## src/rtl/rvj1_dram_wb_bridge.sv

```systemverilog
// Bridges the RVJ1 core data-memory port onto a Wishbone classic master.
// Optional wait-cycle timeout is compiled in with `define RVJ1_DRAM_TIMEOUT_EN.
module rvj1_dram_wb_bridge #(
  parameter int unsigned TIMEOUT_CYCLES = 255
) (
  input  logic        wb_clk_i,
  input  logic        wb_rst_i,
  input  logic [3:0]  dram_we,
  input  logic        dram_stb,
  input  logic [31:0] dram_addr,
  input  logic [31:0] dram_wdata,
  output logic [31:0] dram_rdata,
  output logic        dram_ack,
  output logic        dram_err,
  output logic        wbm_cyc_o,
  output logic        wbm_stb_o,
  output logic        wbm_we_o,
  output logic [3:0]  wbm_sel_o,
  output logic [31:0] wbm_adr_o,
  output logic [31:0] wbm_dat_o,
  input  logic [31:0] wbm_dat_i,
  input  logic        wbm_ack_i,
  input  logic        wbm_err_i
);

  typedef enum logic [1:0] {
    IDLE,
    BUS,
    RESP
  } state_t;

  state_t state;
  logic   timeout;

  if (TIMEOUT_CYCLES < 1 || TIMEOUT_CYCLES > 65535) begin : g_bad_timeout
    $error("TIMEOUT_CYCLES must be in 1..65535");
  end

`ifdef RVJ1_DRAM_TIMEOUT_EN
  localparam logic [16:0] TIMEOUT_LIMIT = 17'(TIMEOUT_CYCLES);
  logic [15:0] wait_cnt;

  // Fires on the BUS cycle whose increment would reach the limit, so the
  // bus stays claimed for exactly TIMEOUT_CYCLES cycles.
  assign timeout = ({1'b0, wait_cnt} + 17'd1) == TIMEOUT_LIMIT;
`else
  assign timeout = 1'b0;
`endif

  // NOTE: all state is updated with non-blocking assignments so every branch
  // reads the pre-edge values; blocking here would create ordering races.
  always_ff @(posedge wb_clk_i) begin
    if (wb_rst_i) begin
      // NOTE: the datapath registers (address, data, rdata) are reset too,
      // because the outputs must read zero after reset, not just the controls.
      state      <= IDLE;
      dram_rdata <= '0;
      dram_ack   <= 1'b0;
      dram_err   <= 1'b0;
      wbm_cyc_o  <= 1'b0;
      wbm_stb_o  <= 1'b0;
      wbm_we_o   <= 1'b0;
      wbm_sel_o  <= '0;
      wbm_adr_o  <= '0;
      wbm_dat_o  <= '0;
`ifdef RVJ1_DRAM_TIMEOUT_EN
      wait_cnt   <= '0;
`endif
    end else begin
      case (state)
        IDLE: begin
          dram_ack <= 1'b0;
          dram_err <= 1'b0;
          if (dram_stb) begin
            wbm_adr_o <= dram_addr;
            wbm_dat_o <= dram_wdata;
            wbm_we_o  <= |dram_we;
            wbm_sel_o <= (|dram_we) ? dram_we : 4'hF;
            wbm_cyc_o <= 1'b1;
            wbm_stb_o <= 1'b1;
            state     <= BUS;
`ifdef RVJ1_DRAM_TIMEOUT_EN
            wait_cnt  <= '0;
`endif
          end
        end

        BUS: begin
          // Error (slave or timeout) takes priority over a coincident ack.
          if (wbm_err_i || timeout) begin
            dram_err  <= 1'b1;
            wbm_cyc_o <= 1'b0;
            wbm_stb_o <= 1'b0;
            state     <= RESP;
          end else if (wbm_ack_i) begin
            dram_ack  <= 1'b1;
            if (!wbm_we_o) begin
              dram_rdata <= wbm_dat_i;
            end
            wbm_cyc_o <= 1'b0;
            wbm_stb_o <= 1'b0;
            state     <= RESP;
          end else begin
`ifdef RVJ1_DRAM_TIMEOUT_EN
            wait_cnt <= wait_cnt + 16'd1;
`endif
          end
        end

        RESP: begin
          dram_ack <= 1'b0;
          dram_err <= 1'b0;
          state    <= IDLE;
        end

        default: begin
          state <= IDLE;
        end
      endcase
    end
  end

endmodule

```

## config.mk

```make
export PLATFORM = sky130hd
export DESIGN_NAME = rvj1_dram_wb_bridge
export DESIGN_NICKNAME = d
export VERILOG_FILES = /design/src/rtl/rvj1_dram_wb_bridge.sv
export SDC_FILE = /design/constraint.sdc
export NUM_CORES = 1
export LEC_CHECK = 0
export ABC_AREA = 1
export CORE_MARGIN = 4
export CORE_UTILIZATION = 43
export DETAILED_ROUTE_END_ITERATION = 7
export GPL_TIMING_DRIVEN = 0
export HOLD_SLACK_MARGIN = 0.05
export PLACE_DENSITY = 0.95
export SYNTH_ARGS = -nofsm -noshare
export SYNTH_HDL_FRONTEND = slang
export SYNTH_SLANG_ARGS = --single-unit
```

## constraint.sdc

```tcl
create_clock -name wb_clk_i -period 3.9 [get_ports wb_clk_i]
set_clock_uncertainty 0.2 [all_clocks]
set_input_delay 1.17 -clock wb_clk_i [delete_from_list [all_inputs] [get_ports wb_clk_i]]
set_output_delay 1.17 -clock wb_clk_i [all_outputs]
set_load 0.03 [all_outputs]
```

==> results.cfg <==
[flow_run]
cap_violations = 0

[timing]
finalHoldViolations = 0
slew_headroom_pct = 69.85
whs_ps = 294.3
rsz0062_at_grt = no
fin_crit_ps = 2913
final-setup-viol-count = 0
period_share_pct = 74.70
clock.fmax_mhz = 343.2
drv_slew = 0
worst_pin_slew_ps = 452.3
setup_tns_ps = 0

[detailed_routing]
wl_per_cell_um = 14.61
vias_per_cell = 4.873
drtIter0Drc = 148
drtPass1Iterations = 4
antenna_left = 0
drc = 0
dr_total_vias = 4303
drt-total-wl_um = 12900

[final_layout]
num-nets-final = 872
instances_no_fill = 883
layout_common_cells = clkdlybuf4s50_1, nor2_1, dfxtp_1
diodes = 0
drive_gt1_share_pct = 6.736
fillers = 699
area_growth_pct = 59.35
utilization_pct = 70.24
layout_commonest_cell = clkdlybuf4s50_1
final_area_sq_um = 6460

[clock_network]
clock-sinks = 106
post_cts_buffers = 0
htree_levels = 3
clk_path_buf_depth = 2
cts.repair.resized = 0
cts-hold-fix-buffers = 0
path_clk_slew_ps = 100
cts_root_buffer = clkbuf_8
cts-buffers-inserted = 9
cts_tree = built
clock_latency_ps = 350

[worst_hold_path]
holdPathEnd = wbm_adr_o[31]$_SDFFE_PP0P_
hold_start = wbm_adr_o[31]$_SDFFE_PP0P_
holdCritPathClass = flop to flop
hold_depth = 2

[floorplanning]
die_h_um = 105.1
row_count = 35
start_util_pct = 44.08
core_sq_um = 9196
io_pins = 210
die_area_sq_um = 11050
fp.dieW_um = 105.1

[synth]
synth_seq_area_share_pct = 52.35
synth-compound-area-share_pct = 8.519
synthAdderAreaFrac_pct = 0
synth_area_per_cell_sq_um = 7.398
synth_area_sq_um = 4054
synthMuxAreaShare_pct = 0
ys_warn_count = 0
synth-xor-area-share_pct = 0
yosys.area_share.simple_pct = 29.81
synth_fp_nets = 653
synth-seq-cells = 106
synth_cells = 548
synth_top_family_by_area = simple AND/OR/NAND/NOR gates
synth_cell_types = 19

[grt]
antenna_found_initial = 0
grtUsageMet2_pct = 42.48
overflow = 0
met1_usage_pct = 24.96
grt_pass1_vias = 4336
grt_use_total_pct = 23.00
grt_pass1_wl_um = 20700
met3_usage_pct = 6.980
grt_busiest_layer = met2
grt_max_degree = 20

[place]
routabilityCongestion = 0.8292
placedCellCount = 867
io_buffers = 208
placed_cell_area_sq_um = 6275
dp_hpwl_um = 10210

[critical_path]
end_kind = output pin
r2r_end = wbm_dat_o[4]$_SDFFE_PP0P_
cp_data_arrival_time_ps = 1540
crit_fanout = 3
required_ps = 2530
r2r-start = state[0]$_SDFFE_PP0P_
r2r_cells = 5
critPathLaunchType = flop
criticalPathCategory = flop to output pin
rrSetupSlack_ps = 2320

[power_and_ir_drop]
vdd_drop_max_mv = 0.2106
power_switching_mw = 0.7924
clkPwrFrac_pct = 25.8
p_leak_nw = 2.702
p_int_mw = 1.695
powerDensity_nw_per_um2 = 385.1
swShare_pct = 31.85
power_frac_seq_pct = 48.3
p_comb_share_pct = 26.0

[run_status]
status = complete, no violations
## how the worst max path moves through the flow
stage	startpoint	endpoint	slack (ps)
global placement	wb_rst_i	wbm_dat_o[14]$_SDFFE_PP0P_	1010
finish	wbm_stb_o$_SDFFE_PP0P_	wbm_stb_o	990
CTS	wbm_stb_o$_SDFFE_PP0P_	wbm_stb_o	970
floorplan	wbm_ack_i	dram_rdata[0]$_SDFFE_PP0P_	1790
detailed placement	wb_rst_i	dram_rdata[18]$_SDFFE_PP0P_	950
global route	wbm_stb_o$_SDFFE_PP0P_	wbm_stb_o	920
## per-stage QoR
stage	power (mW)	setup slack [ps]
2_1_floorplan	1.557	1786
3_3_place_gp	1.850	1007
3_5_place_dp	1.872	945.7
4_1_cts	2.513	971.3
5_1_grt	2.611	920.8
6_report	2.488	986.5
## final cells by class
cell class / count / area (sq um) / area share [%]
flip-flops and latches: 106 / 2122 / 32.85
repair buffers: 208 / 2082 / 32.23
multi-input cells: 361 / 1554 / 24.06
plain buffers: 39 / 220.2 / 3.409
inverters: 42 / 157.7 / 2.440
well taps: 111 / 138.9 / 2.150
clock buffers: 9 / 123.9 / 1.917
clock inverters: 7 / 61.31 / 0.9491
## sequential cells by signal, indices dropped and copies added, names as in the netlist
signal / count
wbm_dat_o: 32
dram_ack: 1
wbm_sel_o: 4
dram_err: 1
dram_rdata: 32
wbm_we_o: 1
state: 2
wbm_stb_o: 1
wbm_adr_o: 32
## cell usage after synthesis
master	count	area share [%]
nand3_1	4	0.49
o21ai_1	9	1.1
dfxtp_1	106	52
nand2_1	47	4.4
buf_6	3	0.83
clkbuf_2	1	0.12
clkbuf_1	11	1.0
nor3_1	1	0.12
inv_2	3	0.28
nor2_4	2	0.56
buf_4	8	1.5
nor2_1	203	19
nand3_2	1	0.25
nand4_1	32	4.9
inv_1	39	3.6
a21oi_1	4	0.49
o21ai_0	56	6.9
buf_2	16	2.0
nor2_2	2	0.31
## logic make-up after synthesis
| kind of cell | count (synthesis) |
|---|---|
| compound gates | 69 |
| flops | 106 |
| simple gates | 292 |
| buf+inv | 81 |
## worst max-delay path: stages, from the launching register on
cell and delay (ps):
dfxtp_1 400, buf_4 130, clkdlybuf4s50_1 660
## power by group through the flow
stage                     Clock (mW)  Sequential (mW)  Combinational [mW]
after global placement             0             1.22               0.631
after global routing           0.707             1.21               0.693
after detailed placement           0             1.23               0.646
after CTS                      0.663             1.20               0.649
after floorplan                    0             1.37               0.188
final                          0.641             1.20               0.646
## per-layer routing
layer	part of all wire [%]	vias up
li1	-	2156
met1	39	1951
met2	51	175
met3	8.7	21
met4	1.8	0
met5	0	-
Note: power is estimated with default switching activity, not from simulation.
